==> config.mk <==
export PLATFORM = sky130hd
export DESIGN_NAME = cnn_layer_accel_weight_sequence_ctrl
export DESIGN_NICKNAME = d
export VERILOG_FILES = /design/src/rtl/cnn_layer_accel_weight_sequence_ctrl.sv
export SDC_FILE = /design/constraint.sdc
export NUM_CORES = 1
export LEC_CHECK = 0
export ABC_CLOCK_PERIOD_IN_PS = 4000
export BUFFER_PORTS_ARGS = -buffer_cell sky130_fd_sc_hd__buf_2
export CELL_PAD_IN_SITES_DETAIL_PLACEMENT = 1
export CELL_PAD_IN_SITES_GLOBAL_PLACEMENT = 1
export CORE_MARGIN = 10
export CORE_UTILIZATION = 43
export CTS_BUF_LIST = sky130_fd_sc_hd__clkbuf_16
export CTS_CLUSTER_DIAMETER = 40
export DETAILED_ROUTE_END_ITERATION = 6
export GPL_ROUTABILITY_DRIVEN = 0
export PLACE_DENSITY = 0.8
export REMOVE_ABC_BUFFERS = 1
export SLEW_MARGIN = 20
export SYNTH_ARGS = -nofsm -noshare
export SYNTH_HDL_FRONTEND = slang
export SYNTH_SLANG_ARGS = --single-unit
==> constraint.sdc <==
create_clock -name clk -period 4 [get_ports clk]
set_clock_uncertainty 0.2 [all_clocks]
set_input_delay 0 -clock clk [delete_from_list [all_inputs] [get_ports clk]]
set_output_delay 0 -clock clk [all_outputs]
set_load 0.05 [all_outputs]
==> src/rtl/cnn_layer_accel_weight_sequence_ctrl.sv <==
// Weight sequence table sequencer: walks a rows x cols tile, emitting C_SEQ_LEN address beats per position.
// Optional stall-cycle perf counter guarded by CNN_LAYER_ACCEL_WSEQ_PERF_CNT_EN.
module cnn_layer_accel_weight_sequence_ctrl #(
  parameter int C_ROW_W   = 10,
  parameter int C_COL_W   = 10,
  parameter int C_SEQ_LEN = 5
) (
  input  logic               clk,
  input  logic               rst,
  input  logic               start,
  input  logic               abort,
  input  logic [C_ROW_W-1:0] cfg_num_rows,
  input  logic [C_COL_W-1:0] cfg_num_cols,
  input  logic               stall,
  output logic [1:0]         gray_code,
  output logic               sequence_selector,
  output logic [2:0]         seq_data_addr,
  output logic               seq_valid,
  output logic               wht_addr_valid,
  output logic               busy,
`ifdef CNN_LAYER_ACCEL_WSEQ_PERF_CNT_EN
  output logic               done,
  output logic [31:0]        stall_cycles
`else
  output logic               done
`endif
);

  typedef enum logic [1:0] {
    ST_IDLE  = 2'b00,
    ST_RUN   = 2'b01,
    ST_DRAIN = 2'b10,
    ST_DONE  = 2'b11
  } state_t;

  localparam logic [2:0] ADDR_LAST = 3'(C_SEQ_LEN - 1);

  // Row-phase code sequence 00 -> 01 -> 11 -> 10 -> 00
  function automatic logic [1:0] gray_step(input logic [1:0] g);
    case (g)
      2'b00:   gray_step = 2'b01;
      2'b01:   gray_step = 2'b11;
      2'b11:   gray_step = 2'b10;
      2'b10:   gray_step = 2'b00;
      default: gray_step = 2'b00;
    endcase
  endfunction

  state_t             state_r, state_nxt_s;
  logic [C_ROW_W-1:0] rows_r, rows_nxt_s, row_r, row_nxt_s;
  logic [C_COL_W-1:0] cols_r, cols_nxt_s, col_r, col_nxt_s;
  logic [2:0]         addr_r, addr_nxt_s;
  logic               sel_r, sel_nxt_s;
  logic [1:0]         gray_r, gray_nxt_s;
  logic               seq_valid_r, seq_valid_nxt_s;
  logic               wht_valid_r, wht_valid_nxt_s;
  logic               busy_r, busy_nxt_s;
  logic               done_r, done_nxt_s;
  logic               last_beat_s;

  assign last_beat_s = (row_r == (rows_r - C_ROW_W'(1))) &&
                       (col_r == (cols_r - C_COL_W'(1))) &&
                       (addr_r == ADDR_LAST);

  // Next-state and next-output computation; position registers hold the last emitted beat
  always_comb begin
    state_nxt_s     = state_r;
    rows_nxt_s      = rows_r;
    cols_nxt_s      = cols_r;
    row_nxt_s       = row_r;
    col_nxt_s       = col_r;
    addr_nxt_s      = addr_r;
    sel_nxt_s       = sel_r;
    gray_nxt_s      = gray_r;
    seq_valid_nxt_s = 1'b0;
    wht_valid_nxt_s = seq_valid_r;

    if (abort && (state_r != ST_IDLE)) begin
      state_nxt_s     = ST_IDLE;
      row_nxt_s       = C_ROW_W'(0);
      col_nxt_s       = C_COL_W'(0);
      addr_nxt_s      = 3'd0;
      sel_nxt_s       = 1'b1;
      gray_nxt_s      = 2'b00;
      wht_valid_nxt_s = 1'b0;
    end else begin
      case (state_r)
        ST_IDLE: begin
          if (start && !abort) begin
            rows_nxt_s = cfg_num_rows;
            cols_nxt_s = cfg_num_cols;
            row_nxt_s  = C_ROW_W'(0);
            col_nxt_s  = C_COL_W'(0);
            addr_nxt_s = 3'd0;
            sel_nxt_s  = 1'b1;
            gray_nxt_s = 2'b00;
            if ((cfg_num_rows == C_ROW_W'(0)) || (cfg_num_cols == C_COL_W'(0))) begin
              state_nxt_s = ST_DONE;
            end else begin
              state_nxt_s     = ST_RUN;
              seq_valid_nxt_s = 1'b1;
            end
          end else begin
            state_nxt_s = ST_IDLE;
          end
        end
        ST_RUN: begin
          if (last_beat_s) begin
            state_nxt_s = ST_DRAIN;
          end else if (stall) begin
            state_nxt_s = ST_RUN;
          end else begin
            seq_valid_nxt_s = 1'b1;
            if (addr_r == ADDR_LAST) begin
              addr_nxt_s = 3'd0;
              if (col_r == (cols_r - C_COL_W'(1))) begin
                col_nxt_s  = C_COL_W'(0);
                row_nxt_s  = row_r + C_ROW_W'(1);
                sel_nxt_s  = 1'b1;
                gray_nxt_s = gray_step(gray_r);
              end else begin
                col_nxt_s = col_r + C_COL_W'(1);
                sel_nxt_s = ~sel_r;
              end
            end else begin
              addr_nxt_s = addr_r + 3'd1;
            end
          end
        end
        ST_DRAIN: begin
          state_nxt_s = ST_DONE;
          row_nxt_s   = C_ROW_W'(0);
          col_nxt_s   = C_COL_W'(0);
          addr_nxt_s  = 3'd0;
          sel_nxt_s   = 1'b1;
          gray_nxt_s  = 2'b00;
        end
        ST_DONE: begin
          state_nxt_s = ST_IDLE;
        end
        default: begin
          state_nxt_s = ST_IDLE;
          row_nxt_s   = C_ROW_W'(0);
          col_nxt_s   = C_COL_W'(0);
          addr_nxt_s  = 3'd0;
          sel_nxt_s   = 1'b1;
          gray_nxt_s  = 2'b00;
        end
      endcase
    end

    busy_nxt_s = (state_nxt_s != ST_IDLE);
    done_nxt_s = (state_nxt_s == ST_DONE);
  end

  // State, position and output registers
  always_ff @(posedge clk) begin
    if (rst) begin
      state_r     <= ST_IDLE;
      rows_r      <= C_ROW_W'(0);
      cols_r      <= C_COL_W'(0);
      row_r       <= C_ROW_W'(0);
      col_r       <= C_COL_W'(0);
      addr_r      <= 3'd0;
      sel_r       <= 1'b1;
      gray_r      <= 2'b00;
      seq_valid_r <= 1'b0;
      wht_valid_r <= 1'b0;
      busy_r      <= 1'b0;
      done_r      <= 1'b0;
    end else begin
      state_r     <= state_nxt_s;
      rows_r      <= rows_nxt_s;
      cols_r      <= cols_nxt_s;
      row_r       <= row_nxt_s;
      col_r       <= col_nxt_s;
      addr_r      <= addr_nxt_s;
      sel_r       <= sel_nxt_s;
      gray_r      <= gray_nxt_s;
      seq_valid_r <= seq_valid_nxt_s;
      wht_valid_r <= wht_valid_nxt_s;
      busy_r      <= busy_nxt_s;
      done_r      <= done_nxt_s;
    end
  end

  assign gray_code         = gray_r;
  assign sequence_selector = sel_r;
  assign seq_data_addr     = addr_r;
  assign seq_valid         = seq_valid_r;
  assign wht_addr_valid    = wht_valid_r;
  assign busy              = busy_r;
  assign done              = done_r;

`ifdef CNN_LAYER_ACCEL_WSEQ_PERF_CNT_EN
  logic [31:0] stall_cnt_r;

  // Saturating count of RUN cycles frozen by stall; cleared on an accepted start
  always_ff @(posedge clk) begin
    if (rst) begin
      stall_cnt_r <= 32'd0;
    end else if ((state_r == ST_IDLE) && start && !abort) begin
      stall_cnt_r <= 32'd0;
    end else if ((state_r == ST_RUN) && stall && !abort && !last_beat_s &&
                 (stall_cnt_r != 32'hFFFF_FFFF)) begin
      stall_cnt_r <= stall_cnt_r + 32'd1;
    end else begin
      stall_cnt_r <= stall_cnt_r;
    end
  end

  assign stall_cycles = stall_cnt_r;
`endif

endmodule

==> metrics.md <==
| Metric | Value |
|---|---|
| Status | finished, final reports clean |
| Final setup viols | 0 |
| Final core occ | a little under three fifths |
| Average wire per standard cell | 17.7 microns |
| FF/Latch Area | approximately 1000 sq um |
| Compound-Gate Fraction of Synth Area | 19.6% |
| Number of port buffers | 34 |
| Startpoint types | flip-flop |
| Vias in the first global route | between 3k and 4k |
| Yosys cell types | 52 |
| Drt pass-1 iters | 4 |
| Initial Utilization | around 44% |
| Number of enable flip-flop cells after synthesis | 0 |
| Tcrit/Tclk final | 88.9% |
| Die width | slightly above 100 microns |
| Fmax | between 200 and 300 MHz |
| Comb pwr share | between 10% and 20% |
| Syn Inst Count | approximately 390 |
| CTS Buf Count | 5 |
| GRT overflow | 0 |
| WL final | ~9500 microns |
| Max VDD drop | about 200 uV |
| Largest net degree at the start of global routing | 25 |
| Detailed placement HPWL | 6420 microns |
| Crit path max-delay family | simple AND/OR/NAND/NOR gates |
| DR vias/cell | 5.71 |
| Core ar. | 6760 sq um |
| Ys Warns | 0 |
| DR DRC count | 0 |
| Tot Pwr | about 1200 uW |
| CP cell instances | nor4_1, nand3b_1, xnor2_1, or4_1, a211oi_2, o2111ai_2, or4_1, nand2_1 |
| CP max stage delay | about 0.75 ns |
| Total Nets Final | 486 |
| Die height | ~100 microns |
| Worst Path Buf+Inv | 0 |
| Leading area contributor after synthesis | dfxtp_1 |
| Antenna Nets Post-Route | 0 |
| Post-synthesis register bit count | 52 |
| Hold Path Class | in2reg |
| Post-synthesis mux area share | roughly 2.1% |
| Synth Cell Area | roughly 3000 sq um |
| GR Util All Layers | 18.8% |
| Post-synthesis xor/xnor area fraction | under 10% |
| Largest family of logic cells by synthesized area | simple AND/OR/NAND/NOR gates |
| Clk pwr share | between 30% and 40% |
| Setup tns final | 0 ns |
| Die ar. | about 11000 sq um |
| Worst-Skew Late Latency | slightly below 0.3 ns |
| Initial antenna violation count | 0 |
| Final Hold Viols | 0 |
| Post-synthesis adder-cell area fraction | 2.51% |
| Clock Sinks | between 50 and 60 |
| Post-CTS resize count | 0 |
| Tmin final | about 3.6 ns |
| Number of core rows | 30 |
| First-pass GRT wire length | approximately 16000 microns |
| PD cells | around 300 nW/um^2 |
| Setup CP Type | reg2reg |
| Slew @ Worst Pin | just over 0.8 ns |
| Final Non-Filler Cells | roughly 540 |
| Hold path cells | 2 |
| Sw frac | 27.3% |
| First DRT Iteration DRCs | 124 |
| Hold path start | rst |
| Clock Pin Slew Worst Setup and Hold Paths | 0.07 ns |
| Layout cells sized above 1 | between 10 and 15% |
| Slack of the worst reg-to-reg path | about 0.45 ns |
| Reg2reg start | cols_r[0]$_SDFFE_PP0P_ |
| Maxcap violations | 0 |
| Rel. slew slack | 44.7% |
| RSZ-0062 raised after global routing | false |
| Slowest library cell on the worst path | nor4_1 |
| LEAKAGE | 0.00153 uW |
| Pins over their slew limit | 0 |
| Longest Clk Path Bufs | 2 |
| Synth area leaders | dfxtp_1, nand2_1, a21oi_1 |
| Internal | 845 uW |
| R2r worst-path depth | 8 |
| Multi-input combinational cell area | ~1800 sq um |
| CTS tree | built |
| H-tree depth | 2 |
| CTS Root Cell | clkbuf_16 |
| Top FF cell, synth | dfxtp_1 |
| Placed cells | slightly below 500 |
| Switching power | between 300 and 400 uW |
| Mapped Avg Cell Area | just under 8 sq um |
| Seq/Total Area, Yosys | about a third |
| WP data required | around 4.0 ns |
| Hold Path Sink | cols_r[8]$_SDFFE_PP0P_ |
| Largest fanout on the critical path | 8 |
| Synth Area in Simple Gates | 27.5% |
| Area growth syn-to-layout | 26.0% |
| Sequential power share | a little under half |
| Most frequent cell on the critical path | or4_1 |
| CP Capture Type | flip-flop |
| Asr flop ratio synth | 0% |
| # diodes | 0 |
| Post-synth top area share | a little over a third |
| Vias | between 3k and 4k |
| Crit Reg-Reg Endpoint | row_r[9]$_SDFFE_PP0P_ |
| Ports | 35 |
| FILL cells | approximately 830 |
| Crit path DAT | 3.59 ns |
layout make-up:
cell class	count	share of cell area (%)
Inverter	22	2.19
Clock buffer	5	3.32
Clock inverter	2	0.332
Multi-Input combinational cell	296	47.7
Timing Repair Buffer	78	16.2
Tap cell	80	2.66
Sequential cell	52	27.7
routing by layer:
metal	up-vias	wire length (microns)	part of all wire [%]	global-route usage, %
met4	0	98	1.0	4.17
met3	11	250	2.6	2.99
li1	1495	-	-	-
met5	-	0	0	0
met2	40	4960	52	34.3
met1	1508	4180	44	22.4
Yosys cell counts, types with 3 or more instances:
cell type,count
o211a_1,3
a31oi_1,4
ha_1,6
inv_1,22
o2111ai_1,3
and3_1,7
a21oi_1,35
a21o_1,3
o31ai_1,4
nand4_1,4
dfxtp_1,52
o211ai_1,6
clkbuf_1,11
nor2_1,26
or3_1,5
nand3_1,14
or4_1,7
mux2i_1,4
or2_2,4
nor3_1,14
nand3b_1,3
xor2_1,15
o21a_1,4
and2_1,4
o21ai_0,12
nor4_1,8
xnor2_1,11
nor2b_1,3
nand2_1,61
how the worst max path moves through the flow:
stage,from,end,slack [ns],cells after the start
6_report,cols_r[0]$_SDFFE_PP0P_,row_r[9]$_SDFFE_PP0P_,0.45,8
2_1_floorplan,cols_r[0]$_SDFFE_PP0P_,row_r[9]$_SDFFE_PP0P_,0.66,10
4_1_cts,cols_r[0]$_SDFFE_PP0P_,row_r[9]$_SDFFE_PP0P_,0.47,10
3_5_place_dp,cols_r[0]$_SDFFE_PP0P_,row_r[9]$_SDFFE_PP0P_,0.50,10
3_3_place_gp,cols_r[0]$_SDFFE_PP0P_,row_r[9]$_SDFFE_PP0P_,0.59,10
5_1_grt,rows_r[2]$_SDFFE_PP0P_,sequence_selector$_SDFFE_PP1P_,0.17,8
kinds of logic (layout without fill, tap and decap cells):
family / Yosys count / after routing
AOI/OAI and AO/OA: 90 / 90
xor gates and xnor gates: 27 / 27
adders and majority gates: 6 / 6
buffers and inverters: 38 / 107
DFF: 52 / 52
muxes: 6 / 6
and+or+nand+nor: 167 / 167
metrics by stage:
step | area, sq um | hold slack (ns) | worst slack (ns)
after floorplan | 2920 | -0.131 | 0.661
after global placement | 3200 | 0.0466 | 0.594
after detailed placement | 3200 | 0.0471 | 0.502
after CTS | 3760 | 0.0141 | 0.466
after global routing | 3760 | 0.0519 | 0.174
final | 3760 | 0.0194 | 0.445
layout by cell type, fill, tap and decap left out, types with 3 or more instances in the layout:
| cell type | synthesis | routed |
|---|---|---|
| a21o_1 | 3 | 3 |
| a21oi_1 | 35 | 35 |
| a31oi_1 | 4 | 4 |
| and2_1 | 4 | 4 |
| and3_1 | 7 | 7 |
| buf_2 | 1 | 34 |
| clkbuf_16 | 0 | 5 |
| dfxtp_1 | 52 | 52 |
| dlygate4sd3_1 | 0 | 43 |
| ha_1 | 6 | 6 |
| inv_1 | 22 | 22 |
| mux2i_1 | 4 | 4 |
| nand2_1 | 61 | 61 |
| nand3_1 | 14 | 14 |
| nand3b_1 | 3 | 3 |
| nand4_1 | 4 | 4 |
| nor2_1 | 26 | 26 |
| nor2b_1 | 3 | 3 |
| nor3_1 | 14 | 14 |
| nor4_1 | 8 | 8 |
| o2111ai_1 | 3 | 3 |
| o211a_1 | 3 | 3 |
| o211ai_1 | 6 | 6 |
| o21a_1 | 4 | 4 |
| o21ai_0 | 12 | 12 |
| o31ai_1 | 4 | 4 |
| or2_2 | 4 | 4 |
| or3_1 | 5 | 5 |
| or4_1 | 7 | 7 |
| xnor2_1 | 11 | 11 |
| xor2_1 | 15 | 15 |
power by group through the flow:
stage	Combinational (uW)	Sequential (uW)	Clock, uW
floorplan	101	561	0
global placement	151	558	0
detailed placement	156	559	0
CTS	188	547	428
global route	215	550	451
finish	194	548	419
flip-flops by register name, summed over array words and instances, names as in the netlist:
signal             flops
gray_code              2
row_r                 10
busy                   1
seq_data_addr          3
state_r                2
cols_r                10
done                   1
wht_addr_valid         1
col_r                 10
sequence_selector      1
rows_r                10
seq_valid              1
repair_timing:
action,CTS,global route
buffers inserted,0,0
hold endpoints to repair,28,0
hold buffers,43,0
(Power assumes the default switching activity.)
